**src/rtl/fetch_stage_if.sv**
```systemverilog
// fetch_stage_if: handshake and bus signals between the fetch stage and its surroundings
interface fetch_stage_if;
  logic        Stall;
  logic        BranchTaken_D;
  logic [31:0] BranchTarget_D;
  logic        Jump_D;
  logic [31:0] JumpTarget_D;
  logic [31:0] Imem_Addr;
  logic [31:0] Imem_Data;
  logic [31:0] Instr_D;
  logic [31:0] PCPlus4_D;
  logic        Valid_D;
  logic        Halt;
  modport master (
    output Stall, BranchTaken_D, BranchTarget_D, Jump_D, JumpTarget_D, Imem_Data,
    input  Imem_Addr, Instr_D, PCPlus4_D, Valid_D, Halt
  );
  modport slave (
    input  Stall, BranchTaken_D, BranchTarget_D, Jump_D, JumpTarget_D, Imem_Data,
    output Imem_Addr, Instr_D, PCPlus4_D, Valid_D, Halt
  );
endinterface

```
**src/rtl/fetch_stage.sv**
```systemverilog
// fetch_stage: MIPS instruction fetch with IF/ID register, redirect squash and halt drain
// Ports: CLK/RST (sync, active-high); bus.slave carries Stall, branch/jump redirects,
// imem address/data, and the IF/ID outputs Instr_D, PCPlus4_D, Valid_D plus Halt.
module fetch_stage #(
  parameter logic [31:0] RESET_PC     = 32'h0000_0000,
  parameter logic [31:0] HALT_WORD    = 32'hFFFF_FFFF,
  parameter int          DRAIN_CYCLES = 4
) (
  input logic          CLK,
  input logic          RST,
  fetch_stage_if.slave bus
);
  typedef enum logic [1:0] {RUN, DRAIN, HALTED} state_t;
  state_t      state_q, state_d;
  logic [31:0] pc_q, pc_d, instr_q, instr_d, pc4_q, pc4_d;
  logic        valid_q, valid_d, halt_q, halt_d;
  logic [3:0]  cnt_q, cnt_d;
  logic [31:0] pc_plus4, target;
  assign pc_plus4 = pc_q + 32'd4;
  // jump has priority over a taken branch; low bits dropped to keep word alignment
  assign target = bus.Jump_D ? {bus.JumpTarget_D[31:2], 2'b00} : {bus.BranchTarget_D[31:2], 2'b00};
  assign bus.Imem_Addr = pc_q;
  assign bus.Instr_D   = instr_q;
  assign bus.PCPlus4_D = pc4_q;
  assign bus.Valid_D   = valid_q;
  assign bus.Halt      = halt_q;
  always_comb begin
    state_d = state_q;
    pc_d    = pc_q;
    instr_d = instr_q;
    pc4_d   = pc4_q;
    valid_d = valid_q;
    halt_d  = halt_q;
    cnt_d   = cnt_q;
    case (state_q)
      RUN: if (!bus.Stall) begin
        if (bus.Jump_D || bus.BranchTaken_D) begin
          pc_d    = target;
          instr_d = '0;
          pc4_d   = '0;
          valid_d = 1'b0;
        end else if (bus.Imem_Data == HALT_WORD) begin
          instr_d = '0;
          pc4_d   = '0;
          valid_d = 1'b0;
          cnt_d   = 4'(DRAIN_CYCLES);
          state_d = DRAIN;
        end else begin
          pc_d    = pc_plus4;
          instr_d = bus.Imem_Data;
          pc4_d   = pc_plus4;
          valid_d = 1'b1;
        end
      end
      DRAIN: begin
        instr_d = '0;
        valid_d = 1'b0;
        if (!bus.Stall) begin
          cnt_d   = cnt_q - 4'd1;
          state_d = cnt_q == 4'd1 ? HALTED : DRAIN;
          halt_d  = cnt_q == 4'd1;
        end
      end
      default: ;
    endcase
  end
  always_ff @(posedge CLK) begin
    if (RST) begin
      state_q <= RUN;
      pc_q    <= RESET_PC;
      instr_q <= '0;
      pc4_q   <= '0;
      valid_q <= 1'b0;
      halt_q  <= 1'b0;
      cnt_q   <= '0;
    end else begin
      state_q <= state_d;
      pc_q    <= pc_d;
      instr_q <= instr_d;
      pc4_q   <= pc4_d;
      valid_q <= valid_d;
      halt_q  <= halt_d;
      cnt_q   <= cnt_d;
    end
  end
endmodule

```
**src/flat_wrapper.sv**
```systemverilog
// flat-port wrapper written by rule: the top's interface ports become plain ports
module fetch_stage_flat 
#(
  parameter logic [31:0] RESET_PC     = 32'h0000_0000,
  parameter logic [31:0] HALT_WORD    = 32'hFFFF_FFFF,
  parameter int          DRAIN_CYCLES = 4
)
  (CLK, RST, bus_Stall, bus_BranchTaken_D, bus_BranchTarget_D, bus_Jump_D, bus_JumpTarget_D, bus_Imem_Data, bus_Imem_Addr, bus_Instr_D, bus_PCPlus4_D, bus_Valid_D, bus_Halt);
  fetch_stage_if bus_i ();
  input logic CLK;
  input logic RST;
  input wire logic [$bits(bus_i.Stall)-1:0] bus_Stall;
  input wire logic [$bits(bus_i.BranchTaken_D)-1:0] bus_BranchTaken_D;
  input wire logic [$bits(bus_i.BranchTarget_D)-1:0] bus_BranchTarget_D;
  input wire logic [$bits(bus_i.Jump_D)-1:0] bus_Jump_D;
  input wire logic [$bits(bus_i.JumpTarget_D)-1:0] bus_JumpTarget_D;
  input wire logic [$bits(bus_i.Imem_Data)-1:0] bus_Imem_Data;
  output wire logic [$bits(bus_i.Imem_Addr)-1:0] bus_Imem_Addr;
  output wire logic [$bits(bus_i.Instr_D)-1:0] bus_Instr_D;
  output wire logic [$bits(bus_i.PCPlus4_D)-1:0] bus_PCPlus4_D;
  output wire logic [$bits(bus_i.Valid_D)-1:0] bus_Valid_D;
  output wire logic [$bits(bus_i.Halt)-1:0] bus_Halt;
  assign bus_i.Stall = bus_Stall;
  assign bus_i.BranchTaken_D = bus_BranchTaken_D;
  assign bus_i.BranchTarget_D = bus_BranchTarget_D;
  assign bus_i.Jump_D = bus_Jump_D;
  assign bus_i.JumpTarget_D = bus_JumpTarget_D;
  assign bus_i.Imem_Data = bus_Imem_Data;
  assign bus_Imem_Addr = bus_i.Imem_Addr;
  assign bus_Instr_D = bus_i.Instr_D;
  assign bus_PCPlus4_D = bus_i.PCPlus4_D;
  assign bus_Valid_D = bus_i.Valid_D;
  assign bus_Halt = bus_i.Halt;
  fetch_stage #(.RESET_PC(RESET_PC), .HALT_WORD(HALT_WORD), .DRAIN_CYCLES(DRAIN_CYCLES)) u_core (.CLK(CLK), .RST(RST), .bus(bus_i));
endmodule
```
**config.mk**
```make
export PLATFORM = sky130hd
export DESIGN_NAME = fetch_stage_flat
export DESIGN_NICKNAME = d
export VERILOG_FILES = /design/src/rtl/fetch_stage_if.sv /design/src/rtl/fetch_stage.sv /design/src/flat_wrapper.sv
export SDC_FILE = /design/constraint.sdc
export NUM_CORES = 1
export LEC_CHECK = 0
export CORE_MARGIN = 4
export CORE_UTILIZATION = 44
export CTS_CLUSTER_SIZE = 8
export DETAILED_ROUTE_END_ITERATION = 16
export HOLD_SLACK_MARGIN = 0.06
export PLACE_DENSITY = 0.85
export SYNTH_ARGS = -nofsm -noshare
export SYNTH_HDL_FRONTEND = slang
export SYNTH_SLANG_ARGS = --single-unit
```
**constraint.sdc**
```tcl
create_clock -name CLK -period 2.25 [get_ports CLK]
set_clock_uncertainty 0.1 [all_clocks]
set_input_delay 0.3375 -clock CLK [delete_from_list [all_inputs] [get_ports CLK]]
set_output_delay 0.3375 -clock CLK [all_outputs]
set_load 0.03 [all_outputs]
```
## Word level (Yosys, flattened, before mapping)

Cells that the tools add are included.

- Reductions and logical operators: 8
- $add $sub $neg: 2
- Bitwise gates (word level): 1
- Muxes and demuxes: 24
- Equal/unequal tests: 8

Operator list:

| operator | number |
|---|---|
| $mux W32 | 8 |
| $pmux W32 S2 | 1 |
| $add A32 B3 Y32 const B | 1 |
| $eq A32 B32 Y1 const B | 1 |
| $mux W4 | 4 |
| $mux W2 | 5 |
| $pmux W4 S2 | 1 |
| $ne A2 B2 Y1 const B | 3 |
| $reduce_and A2 Y1 | 3 |
| $reduce_and A5 Y1 | 1 |
| $eq A4 B1 Y1 const B | 1 |
| $ne A2 B1 Y1 const B | 2 |
| $pmux W2 S2 | 1 |
| $sub A4 B1 Y4 const B | 1 |
| $mux W1 | 3 |
| $reduce_and A3 Y1 | 1 |
| $eq A2 B1 Y1 const B | 1 |
| $logic_not A2 Y1 | 1 |
| $pmux W1 S2 | 1 |
| $reduce_bool A2 Y1 | 1 |
| $logic_or A1 B1 Y1 | 1 |
| $not A1 Y1 | 1 |

- Register bits after elaboration: 104
- Logic and storage cells: 50
- Bits of input ports: 101
- Output and inout port bits: 98

## Logic depth before layout (Yosys ltp)

Gate-level depths: netlist of the first run.

- Depth after elaboration: 5
- Mapped depth: 8
- Mapped depth without buffers: 6

## Least setup slack after synthesis of the first run

OpenSTA, ideal clock, no wires.

- Path kind: register to register
- From: register u_core.pc_q[21], in the netlist u_core.bus.Imem_Addr[21]
- To: register u_core.pc_q[28], in the netlist u_core.bus.Imem_Addr[28]
- Path buffers: 2
- Clock period less this slack: 2.331 ns
- Stages on the path, launching flop included: 8
- Arrival time: 2.099 ns
- Data required time: 2.018 ns
- Setup time: 0.132 ns
- Path slack: -0.081 ns
- Path through: dfxtp_1 buf_2 nand4_1 or4_1 buf_2 or3_1 o211ai_2 a21oi_1

- Word-level cells in the longest chain between the ends: 3

RTL lines:

| element | RTL line | RTL |
|---|---|---|
| start, declared | fetch_stage.sv:15 | `logic [31:0] pc_q, pc_d, instr_q, instr_d, pc4_q, pc4_d;` |
| start signal, assigned | fetch_stage.sv:78 | `pc_q <= pc_d;` |
| $add A32 B3 Y32 | fetch_stage.sv:19 | `assign pc_plus4 = pc_q + 32'd4;` |
| $mux W32 | fetch_stage.sv:42 | `end else if (bus.Imem_Data == HALT_WORD) begin` |
| $mux W32 | fetch_stage.sv:37 | `if (bus.Jump_D \|\| bus.BranchTaken_D) begin` |

Every way passes these cells. The select of a mux whose other input is x is not followed.
A chain may end at the register's enable or synchronous reset.

## Final worst setup path of the first run

- From: register u_core.pc_q[8], in the netlist u_core.bus.Imem_Addr[8]
- To: register u_core.pc4_q[27], in the netlist u_core.bus.PCPlus4_D[27]

- Word-level cells in the longest chain between the ends: 3

RTL lines:

| element | RTL line | RTL |
|---|---|---|
| $add A32 B3 Y32 | fetch_stage.sv:19 |  |
| $mux W32 | fetch_stage.sv:42 |  |
| $mux W32 | fetch_stage.sv:37 |  |
| end signal, assigned | fetch_stage.sv:80 | `pc4_q <= pc4_d;` |
| end, declared | fetch_stage.sv:15 |  |

Every way passes these cells.

==> results of run 1 <==
-- through the flow --
step                hold WS (ns)  instances  cell area (um2)
floorplan                  0.359        638             5150
global placement           0.342        999             7670
detailed placement         0.348        999             7670
CTS                        0.356       1014             7950
global route               0.377       1015             7980
finish                     0.355       1015             7980
-- flip-flops by register name, summed over array words and instances (netlist names) --
name / cells
u_core.bus.Halt: 1
u_core.bus.Instr_D: 32
u_core.state_q: 2
u_core.cnt_q: 4
u_core.bus.Imem_Addr: 30
u_core.bus.PCPlus4_D: 31
u_core.bus.Valid_D: 1
-- power breakdown --
group | total, mW | switching, mW | internal [mW]
combinational | 0.937 | 0.497 | 0.440
sequential | 1.91 | 0.0614 | 1.85
clock | 1.52 | 0.669 | 0.856
-- routing by layer --
metal | vias up | wire (um) | GRT usage
met5 | - | 0 | 0
met3 | 64 | 2370 | 0.0663
met1 | 2905 | 7360 | 0.353
met2 | 430 | 9860 | 0.501
met4 | 0 | 706 | 0.125
li1 | 2853 | - | -
-- area by class of cell --
class	instances	area, um2
inverter	12	45.0
tap	143	179
multi-input combinational	473	2890
sequential	101	2030
fill	920	3440
timing repair buffer	271	2550
clock buffer	11	233
clock inverter	4	50.0
-- kinds of logic (layout without fill, tap and decap cells) --
kind of cell    after synthesis  in the layout
simple gates                231            231
compound gates              224            224
flops                       101            101
buf+inv                      64            298
xor+xnor                     12             12
fa+ha+maj                     3              3
other cells                   1              2
mux                           1              1
-- synthesized netlist by cell type (all sizes together), types with 2 or more instances --
cell type and number:
dfxtp 101, nor2 76, a21oi 58, nand2 49
a22oi 48, clkbuf 39, o21ai 34, nand3 22
nand4 20, nor4 16, nor3 15, buf 13
a211oi 12, inv 12, o211ai 10, o31ai 10
o21a 8, xor2 7, and4 6, o31a 6
or3 6, a221oi 5, a31oi 5, o311ai 5
o41ai 5, or4 5, xnor2 5, and3 4
nand2b 4, and2 3, ha 3, nor2b 3
o32ai 3, a21boi 2, a21o 2, a41oi 2
-- worst max-delay path: cells and delay by family (launching register included) --
kind | cells | cell delay (ns)
compound gates | 3 | 0.77
flops | 1 | 0.44
simple gates | 2 | 0.82
-- worst paths after layout --
| path | slack (ns) | start | endpoint |
|---|---|---|---|
| setup / recovery | 0.003 | u_core.bus.Imem_Addr[8]$_SDFFE_PP0P_ | u_core.bus.PCPlus4_D[27]$_SDFFE_PP0P_ |
| hold / removal | 0.36 | u_core.bus.PCPlus4_D[20]$_SDFFE_PP0P_ | u_core.bus.PCPlus4_D[20]$_SDFFE_PP0P_ |
| setup reg to reg | 0.003 | u_core.bus.Imem_Addr[8]$_SDFFE_PP0P_ | u_core.bus.PCPlus4_D[27]$_SDFFE_PP0P_ |
| hold reg to reg | 0.36 | u_core.bus.PCPlus4_D[20]$_SDFFE_PP0P_ | u_core.bus.PCPlus4_D[20]$_SDFFE_PP0P_ |
-- what timing repair did --
| item | 4_1_cts | 5_1_grt |
|---|---|---|
| gates resized for setup | 0 | 4 |
| endpoints found under the setup margin | 0 | 7 |
| buffers inserted | 0 | 1 |
==> reports/results.txt, run 1 <==
Commonest non-fill, non-tap cell in the layout: clkdlybuf4s50_1
Initial antenna violation count: 0
DIE AREA: 0.0135 mm2
Final ANT Viol Nets: 0
Fmax: 445 MHz
Total Power: 4.37 mW
Vias/cell: 6.16
Core Rows: 39
Largest net degree at the start of global routing: 42
Hold Fails Final Rpt: 0
Initial DRC count: 641
Worst vdd ir: 0.421 mV
Crit share post-route: 0.998
Worst-path clk slew: 0.07 ns
Core Box Area: 0.0114 mm2
Syn Std Cell Area: 0.00514 mm2
Largest family of logic cells by synthesized area: compound AO/OA/AOI/OAI gates
TritonCTS Sinks: 101
R2R cell count: 5
Hold_buf cts: 0
Via count: 6252
Post-route setup slack: 0.00347 ns
Yosys reg bits: 101
Routability congestion estimate: 1.00
Final number of setup-violating endpoints: 0
CP Capture Type: flop
PD cells: 548 mW/mm2
Adder-Cell Fraction of Synth Area: 0.00730
Required @ worst endpoint: 2.36 ns
Initial Util: 0.450
N_diodes: 0
Leak: 2.80 nW
Util after Layout: 0.699
Synth Warn #: 0
Post-Synth XOR/XNOR Area: 0.0204
Outcome: completed
Most frequent cells in the layout: clkdlybuf4s50_1 (191), dfxtp_1 (94), nor2_1 (76), buf_4 (76), a21oi_1 (57)
Syn_area_per_cell: 8.07 um2
Global-route wire length before repair: 31300 um
WL final: 20300 um
Mux cell area share after synthesis: 0.00195
Most used DFF post-synth: dfxtp_1
DRC errors left: 0
Post-route minimum period: 2.25 ns
Crit path max fanout: 8
H-tree levels: 3
Synth area leader: dfxtp_1
Final HPWL DP: 15300 um
Grt ovf: 0
Worst Setup Start Kind: flop
Clock Path Buffers: 2
Min-Delay Path Class: flop to flop
Seq/Total Area, Yosys: 0.393
DIE WIDTH: 116 um
CTS root buf: clkbuf_16
RSZ-0062 raised after global routing: true
Post-synthesis async set-or-reset flop share: 0
Max incr delay on CP: 0.70 ns
Clk_lat worst skew: 0.34 ns
Setup CP Type: flop to flop
Critical path data arrival time: 2.36 ns
Count of max-cap constraint violations: 0
Post-Syn Instances: 637
Vias in the first global route: 6226
Num ports: 199
CTS buffer count: 9
Post-Synth Simple-Gate Area: 0.229
Layout Area Growth over Synthesis: 55.2%
Ranking of synthesized cells by area: dfxtp_1 (39%), a22oi_1 (7.0%), a21oi_1 (5.5%)
Wire per inst: 20.0 um
Share of layout cells above drive strength 1: 0.135
Max Slew Vio Count: 0
CTS tree: built
Distinct cells, synth: 61
All-Layer GR Usage: 0.292
Die Height: 116 um
Setup_tns: 0 ns
Post-synthesis compound-gate area fraction: 0.297
CP Cell Sequence: nand4_4, or4_1, o21a_1, o21ai_0, a21oi_1
Nets@finish: 972
Dpl ws: -0.350 ns
Slowest stage cell, crit path: or4_1
Drt pass-1 iters: 5
IO Port Bufs: 192
Yosys top cell area share: 0.393
Number of enable flip-flop cells after synthesis: 0
Worst Hold Depth: 2
Power figures use the tool's default switching activity.
==> run 2: changes to the inputs <==
--- a/config.mk
+++ b/config.mk
@@ -6,11 +6,11 @@
 export NUM_CORES = 1
 export LEC_CHECK = 0
 export CORE_MARGIN = 4
-export CORE_UTILIZATION = 44
+export CORE_UTILIZATION = 30
 export CTS_CLUSTER_SIZE = 8
 export DETAILED_ROUTE_END_ITERATION = 16
 export HOLD_SLACK_MARGIN = 0.06
-export PLACE_DENSITY = 0.85
+export PLACE_DENSITY = 0.64
 export SYNTH_ARGS = -nofsm -noshare
 export SYNTH_HDL_FRONTEND = slang
 export SYNTH_SLANG_ARGS = --single-unit
==> run 2 against run 1 <==
Via count is 4.7% lower; final area is 4.1% higher; flip-flop and latch count unchanged; clock-buffer cell count did not move; critical path depth rose by 2; die area up 43%; clock power up 3%; sequential share of layout area shrank 0.99 points; first-iteration DRC count decreased by 26%; fmax is 2.9% higher; worst setup slack better by 0.063 ns; cell count grew 9.3%; critical endpoint is now u_core.bus.Imem_Addr[19]$_SDFFE_PP0P_; largest cell class unchanged; largest power group unchanged.
==> reports/results.txt, run 2 (synthesis gave the netlist of run 1 again) <==
Final std cells w/o fill: 1109 (+9.3%)
Worst R2R End: u_core.bus.PCPlus4_D[20]$_SDFFE_PP0P_
Hold Fails Final Rpt: 0 (unchanged)
Crit path max fanout: 7 (-1)
Worst Hold Depth: 3 (+1)
Vias in the first global route: 5600 (-10%)
Relative slew slack: 0.605
Grt ovf: 0 (unchanged)
Core Box Area: 0.0167 mm2 (+46%)
Wire per inst: 18.4 um (-7.8%)
Multi-input gate area: 0.00289 mm2 (about the same)
DIE WIDTH: 139 um (+20%)
Fill cells: 1652 (+80%)
Area occupied by registers: 0.00203 mm2 (about the same)
TritonCTS Sinks: 101 (unchanged)
CTS tree: built
Worst vdd ir: 0.366 mV (-13%)
Vias/cell: 5.37 (-13%)
Crit share post-route: 0.970 (-0.0280)
Most frequent cells in the layout: clkdlybuf4s50_1 (178), dfxtp_1 (93), buf_4 (87)
Max Slew Vio Count: 0 (unchanged)
CTS buffer count: 9 (unchanged)
Count of max-cap constraint violations: 0 (unchanged)
Post-route minimum period: 2.18 ns (-0.0631 ns)
PD cells: 533 mW/mm2 (-2.7%)
M1 WL: 8830 um (+20%)
Max reg flops: 32 (unchanged)
Min-Delay Path Class: input pin to flop
Layout Area Growth over Synthesis: 61.5%
Final number of setup-violating endpoints: 0 (unchanged)
R2R cell count: 8 (+3)
Leak: 3.04 nW (+8.5%)
Slew @ Worst Pin: 0.593 ns
Hold slack final: 0.183 ns (-0.172 ns)
Clock Path Buffers: 2 (unchanged)
Final HPWL DP: 15300 um (-0.36%)
Core Rows: 47 (+21%)
Clk_lat worst skew: 0.35 ns (about the same)
Pint: 3.13 mW (-0.60%)
Nets@finish: 988 (+1.6%)
DIE AREA: 0.0193 mm2 (+43%)
CTS root buf: clkbuf_16
DR top layer: met4
Sequential power share: 0.433 (-0.004)
Commonest non-fill, non-tap cell in the layout: clkdlybuf4s50_1
RSZ-0062 raised after global routing: false
CP Capture Type: flop
Placed insts: 1091 (+9.2%)
Largest net degree at the start of global routing: 51 (+21%)
P_sw: 1.30 mW (+6.0%)
Global-route wire length before repair: 31100 um (-0.81%)
All-Layer GR Usage: 0.200 (-0.0928)
Num ports: 199 (unchanged)
Required @ worst endpoint: 2.40 ns (+0.04 ns)
Net Sw Frac: 0.294 (+0.0131)
Via count: 5959 (-4.7%)
Initial Util: 0.308 (-0.142)
Clock Power Share: 0.354 (+0.006)
Part of the power in combinational logic: 0.213 (about the same)
Initial DRC count: 476 (-26%)
R2R Setup Slk: 0.15 ns (+0.15 ns)
Final ANT Viol Nets: 0 (unchanged)
Die Height: 139 um (+20%)
Worst Setup Start Kind: input pin
Met3 routed WL: 1870 um (-21%)
IO Port Bufs: 192 (unchanged)
Worst-path clk slew: 0.08 ns (about the same)
Setup CP Type: input pin to flop
Routability congestion estimate: 0.915 (-8.9%)
Drt pass-1 iters: 5 (unchanged)
Critical path data arrival time: 2.33 ns (-0.03 ns)
Share of layout cells above drive strength 1: 0.155 (+0.0199)
Fmax: 458 MHz (+2.9%)
H-tree levels: 3 (unchanged)
Worst Hold End: u_core.bus.Instr_D[2]$_SDFFE_PP0P_
Min-delay src: bus_Imem_Data[2]
N_diodes: 0 (unchanged)
Setup_tns: 0 ns (unchanged)
Routed met2 length: 9280 um (-5.8%)
Outcome: completed
WL final: 20500 um (+0.79%)
DRC errors left: 0 (unchanged)
Initial antenna violation count: 0 (unchanged)
RR Startpoint: u_core.bus.Imem_Addr[2]$_SDFFE_PP0P_
## run 2: cell count changes in the layout (fill, tap and decap cells not counted), moves of 2 or more
cell	change
or4_4	+3
clkbuf_8	+2
or4_1	-3
buf_12	+4
clkdlybuf4s50_1	-13
dlymetal6s2s_1	+13
clkbuf_1	-2
buf_4	+11
## run 2: critical path, stage by stage
cell,delay [ns]
clkdlybuf4s50_1,0.48
nand4_1,0.15
or4_4,0.57
o31ai_4,0.33
buf_12,0.18
a21oi_1,0.04
o31a_1,0.24
## run 2: power by group through the flow
| stage | sequential [mW] | combinational (mW) | clock [mW] |
|---|---|---|---|
| after floorplan | 2.08 | 0.290 | 0 |
| after global placement | 1.96 | 0.931 | 0 |
| after detailed placement | 1.95 | 0.934 | 0 |
| after CTS | 1.91 | 0.938 | 1.60 |
| after global routing | 1.93 | 1.01 | 1.67 |
| final | 1.92 | 0.944 | 1.57 |
## run 2: through the flow
step                utilization  worst slack, ns  cell area [um2]  power [mW]
CTS                       0.492           0.0519             8220        4.45
floorplan                     -          -0.0223             5150        2.37
global route              0.497          0.00764             8300        4.60
global placement          0.475           -0.286             7930        2.89
finish                    0.497           0.0666             8300        4.43
detailed placement        0.475           -0.329             7930        2.89
## run 2: timing repair
action	4_1_cts	5_1_grt
endpoints found under the setup margin	0	6
hold buffers	0	0
resized for setup	0	18
hold endpoints to repair	0	0
setup buffers	0	1
## run 2: how the worst max path moves through the flow
stage,slack [ns],endpoint,cells past startpoint,from
CTS,0.05,u_core.bus.Imem_Addr[19]$_SDFFE_PP0P_,7,bus_Imem_Data[26]
floorplan,-0.02,u_core.bus.Imem_Addr[28]$_SDFFE_PP0P_,6,u_core.bus.Imem_Addr[22]$_SDFFE_PP0P_
global route,0.008,u_core.bus.Imem_Addr[9]$_SDFFE_PP0P_,8,bus_Imem_Data[21]
finish,0.07,u_core.bus.Imem_Addr[19]$_SDFFE_PP0P_,7,bus_Imem_Data[31]
detailed placement,-0.33,u_core.bus.Imem_Addr[19]$_SDFFE_PP0P_,7,bus_Imem_Data[26]
global placement,-0.29,u_core.bus.Imem_Addr[19]$_SDFFE_PP0P_,7,bus_Imem_Data[30]
## run 2: layout make-up
class / count / share of cell area
clock buffers: 11 / 0.0304
clock inverters: 5 / 0.00497
inverters: 12 / 0.00542
multi-input cells: 473 / 0.348
flip-flops and latches: 101 / 0.245
well taps: 220 / 0.0331
repair buffers: 287 / 0.333
## run 2: per-layer routing
metal,track usage,vias up
li1,-,2884
met1,0.262,2774
met2,0.318,267
met3,0.0541,34
met4,0.0669,0
met5,0,-
==> run 3: changes to the inputs <==
--- a/config.mk
+++ b/config.mk
@@ -7,10 +7,11 @@
 export LEC_CHECK = 0
 export CORE_MARGIN = 4
 export CORE_UTILIZATION = 30
+export CTS_CLUSTER_DIAMETER = 100
 export CTS_CLUSTER_SIZE = 8
 export DETAILED_ROUTE_END_ITERATION = 16
 export HOLD_SLACK_MARGIN = 0.06
-export PLACE_DENSITY = 0.64
+export PLACE_DENSITY = 0.57
 export SYNTH_ARGS = -nofsm -noshare
 export SYNTH_HDL_FRONTEND = slang
 export SYNTH_SLANG_ARGS = --single-unit
==> constraint.sdc (replaced) <==
create_clock -name CLK -period 2.7 [get_ports CLK]
set_clock_uncertainty 0.1 [all_clocks]
set_input_delay 0.405 -clock CLK [delete_from_list [all_inputs] [get_ports CLK]]
set_output_delay 0.405 -clock CLK [all_outputs]
set_load 0.03 [all_outputs]
==> run 3 against run 2 <==
Largest cell class unchanged; core utilization shrank 3.5 points; critical path depth shrank 1; final area shrank 7.1%.
==> reports/results.txt, run 3 (synthesis gave the netlist of run 1 again) <==
Outcome: completed
Fmax: 395 MHz
Placed insts: 1036 (-5.0%)
Global-route wire length before repair: 31800 um (+2.4%)
N_diodes: 0 (unchanged)
Part of the power in combinational logic: 0.200 (-0.013)
Initial antenna violation count: 0 (unchanged)
Final instance area: 0.00772 mm2 (-7.1%)
Commonest non-fill, non-tap cell in the layout: clkdlybuf4s50_1
Initial Util: 0.308 (unchanged)
Layout Area Growth over Synthesis: 50.1%
Worst vdd ir: 0.269 mV (-27%)
Final number of setup-violating endpoints: 0 (unchanged)
Util after Layout: 0.462 (-0.0352)
CTS tree: built
Slew @ Worst Pin: 1.04 ns (+0.450 ns)
Initial DRC count: 675 (+42%)
All-Layer GR Usage: 0.202 (+0.00238)
Area after DPL: 0.00743 mm2 (-6.3%)
DIE AREA: 0.0193 mm2 (unchanged)
Hold_buf cts: 0 (unchanged)
Setup Buffers After CTS: 0 (unchanged)
Relative slew slack: 0.305 (-0.300)
CTS root buf: clkbuf_16
Num ports: 199 (unchanged)
IO Port Bufs: 192 (unchanged)
Final HPWL DP: 15200 um (-0.56%)
Routability congestion estimate: 0.951 (+4.0%)
Required @ worst endpoint: 2.86 ns (+0.46 ns)
PD cells: 468 mW/mm2 (-12%)
Most frequent cells in the layout: clkdlybuf4s50_1 (191), dfxtp_1 (101), nor2_1 (76)
Clock Path Buffers: 2 (unchanged)
Via count: 5838 (-2.0%)
TritonCTS Sinks: 101 (unchanged)
DRC errors left: 0 (unchanged)
H-tree levels: 3 (unchanged)
Vias in the first global route: 5797 (+3.5%)
Setup CP Type: flop to flop
Die Height: 139 um (unchanged)
Final std cells w/o fill: 1052 (-5.1%)
Net Sw Frac: 0.303 (+0.00945)
Slowest stage cell, crit path: dfxtp_1
Clock Power Share: 0.356 (+0.002)
Max Slew Vio Count: 0 (unchanged)
Worst-path clk slew: 0.08 ns (about the same)
Count of max-cap constraint violations: 0 (unchanged)
CTS buffer count: 9 (unchanged)
WL final: 20400 um (-0.53%)
Leak: 2.59 nW (-15%)
CP Capture Type: flop
Final ANT Viol Nets: 0 (unchanged)
Sequential power share: 0.444 (+0.011)
Worst Hold Depth: 2 (-1)
Min-Delay Path Class: input pin to flop
Max incr delay on CP: 0.45 ns (-0.12 ns)
Crit path max fanout: 7 (unchanged)
R2R cell count: 6 (-2)
Core Rows: 47 (unchanged)
Critical path data arrival time: 2.69 ns (+0.36 ns)
Cts repair resizes: 0 (unchanged)
Nets@finish: 931 (-5.8%)
Clk_lat worst skew: 0.36 ns (about the same)
Share of layout cells above drive strength 1: 0.0829 (-0.0723)
P_sw: 1.09 mW (-16%)
Setup_tns: 0 ns (unchanged)
Total Power: 3.61 mW (-19%)
Pint: 2.51 mW (-20%)
Max reg flops: 32 (unchanged)
Hold Fails Final Rpt: 0 (unchanged)
Worst Setup Start Kind: flop
Core Box Area: 0.0167 mm2 (unchanged)
Largest net degree at the start of global routing: 45 (-12%)
Wire per inst: 19.3 um (+4.9%)
Post-route minimum period: 2.53 ns
DIE WIDTH: 139 um (unchanged)
CP Cell Sequence: ha_1, and4_1, nand3_1, or3_1, o311a_1, o31ai_1
Crit share post-route: 0.938
Vias/cell: 5.55 (+3.3%)
Grt ovf: 0 (unchanged)
RSZ-0062 raised after global routing: false
Drt pass-1 iters: 6 (+1)
[run 3: metal layers]
layer  GRT usage  vias to the layer above  routed length [um]
met2       0.322                      282                9300
met4      0.0793                        0                 589
li1            -                     2773                   -
met3      0.0510                       43                1600
met1       0.263                     2740                8860
met5           0                        -                   0
[run 3: final timing paths]
kind | to | slack [ns] | from
setup / recovery | u_core.bus.Imem_Addr[22]$_SDFFE_PP0P_ | 0.17 | u_core.bus.Imem_Addr[3]$_SDFFE_PP0P_
hold / removal | u_core.bus.PCPlus4_D[19]$_SDFFE_PP0P_ | 0.32 | RST
setup reg to reg | u_core.bus.Imem_Addr[22]$_SDFFE_PP0P_ | 0.17 | u_core.bus.Imem_Addr[3]$_SDFFE_PP0P_
hold reg to reg | u_core.bus.PCPlus4_D[27]$_SDFFE_PP0P_ | 0.36 | u_core.bus.PCPlus4_D[27]$_SDFFE_PP0P_
[run 3: power by group through the flow]
| stage | Clock, mW | Combinational [mW] | Sequential [mW] |
|---|---|---|---|
| after CTS | 1.31 | 0.720 | 1.60 |
| final | 1.29 | 0.721 | 1.60 |
| after detailed placement | 0 | 0.716 | 1.63 |
| after global routing | 1.37 | 0.768 | 1.61 |
| after floorplan | 0 | 0.241 | 1.73 |
| after global placement | 0 | 0.711 | 1.63 |
[run 3: worst max-delay path: cells and delay by family (launching register included)]
family	cells	cell delay, ns
fa+ha+maj	1	0.27
simple gates	3	1.02
compound gates	2	0.58
flops	1	0.45
[run 3: per-stage QoR]
step	hold WS, ns	setup WS [ns]
6_report	0.318	0.169
5_1_grt	0.336	0.0141
3_5_place_dp	0.348	0.0493
4_1_cts	0.317	0.173
2_1_floorplan	0.359	0.369
3_3_place_gp	0.348	0.0680
[run 3: layout make-up]
class                           count  area [um2]
Clock inverter                      7        58.8
Clock buffer                        9         225
Multi-Input combinational cell    473        2880
Tap cell                          220         275
Fill cell                        1641        8980
Timing Repair Buffer              230        2210
Sequential cell                   101        2020
Inverter                           12        45.0
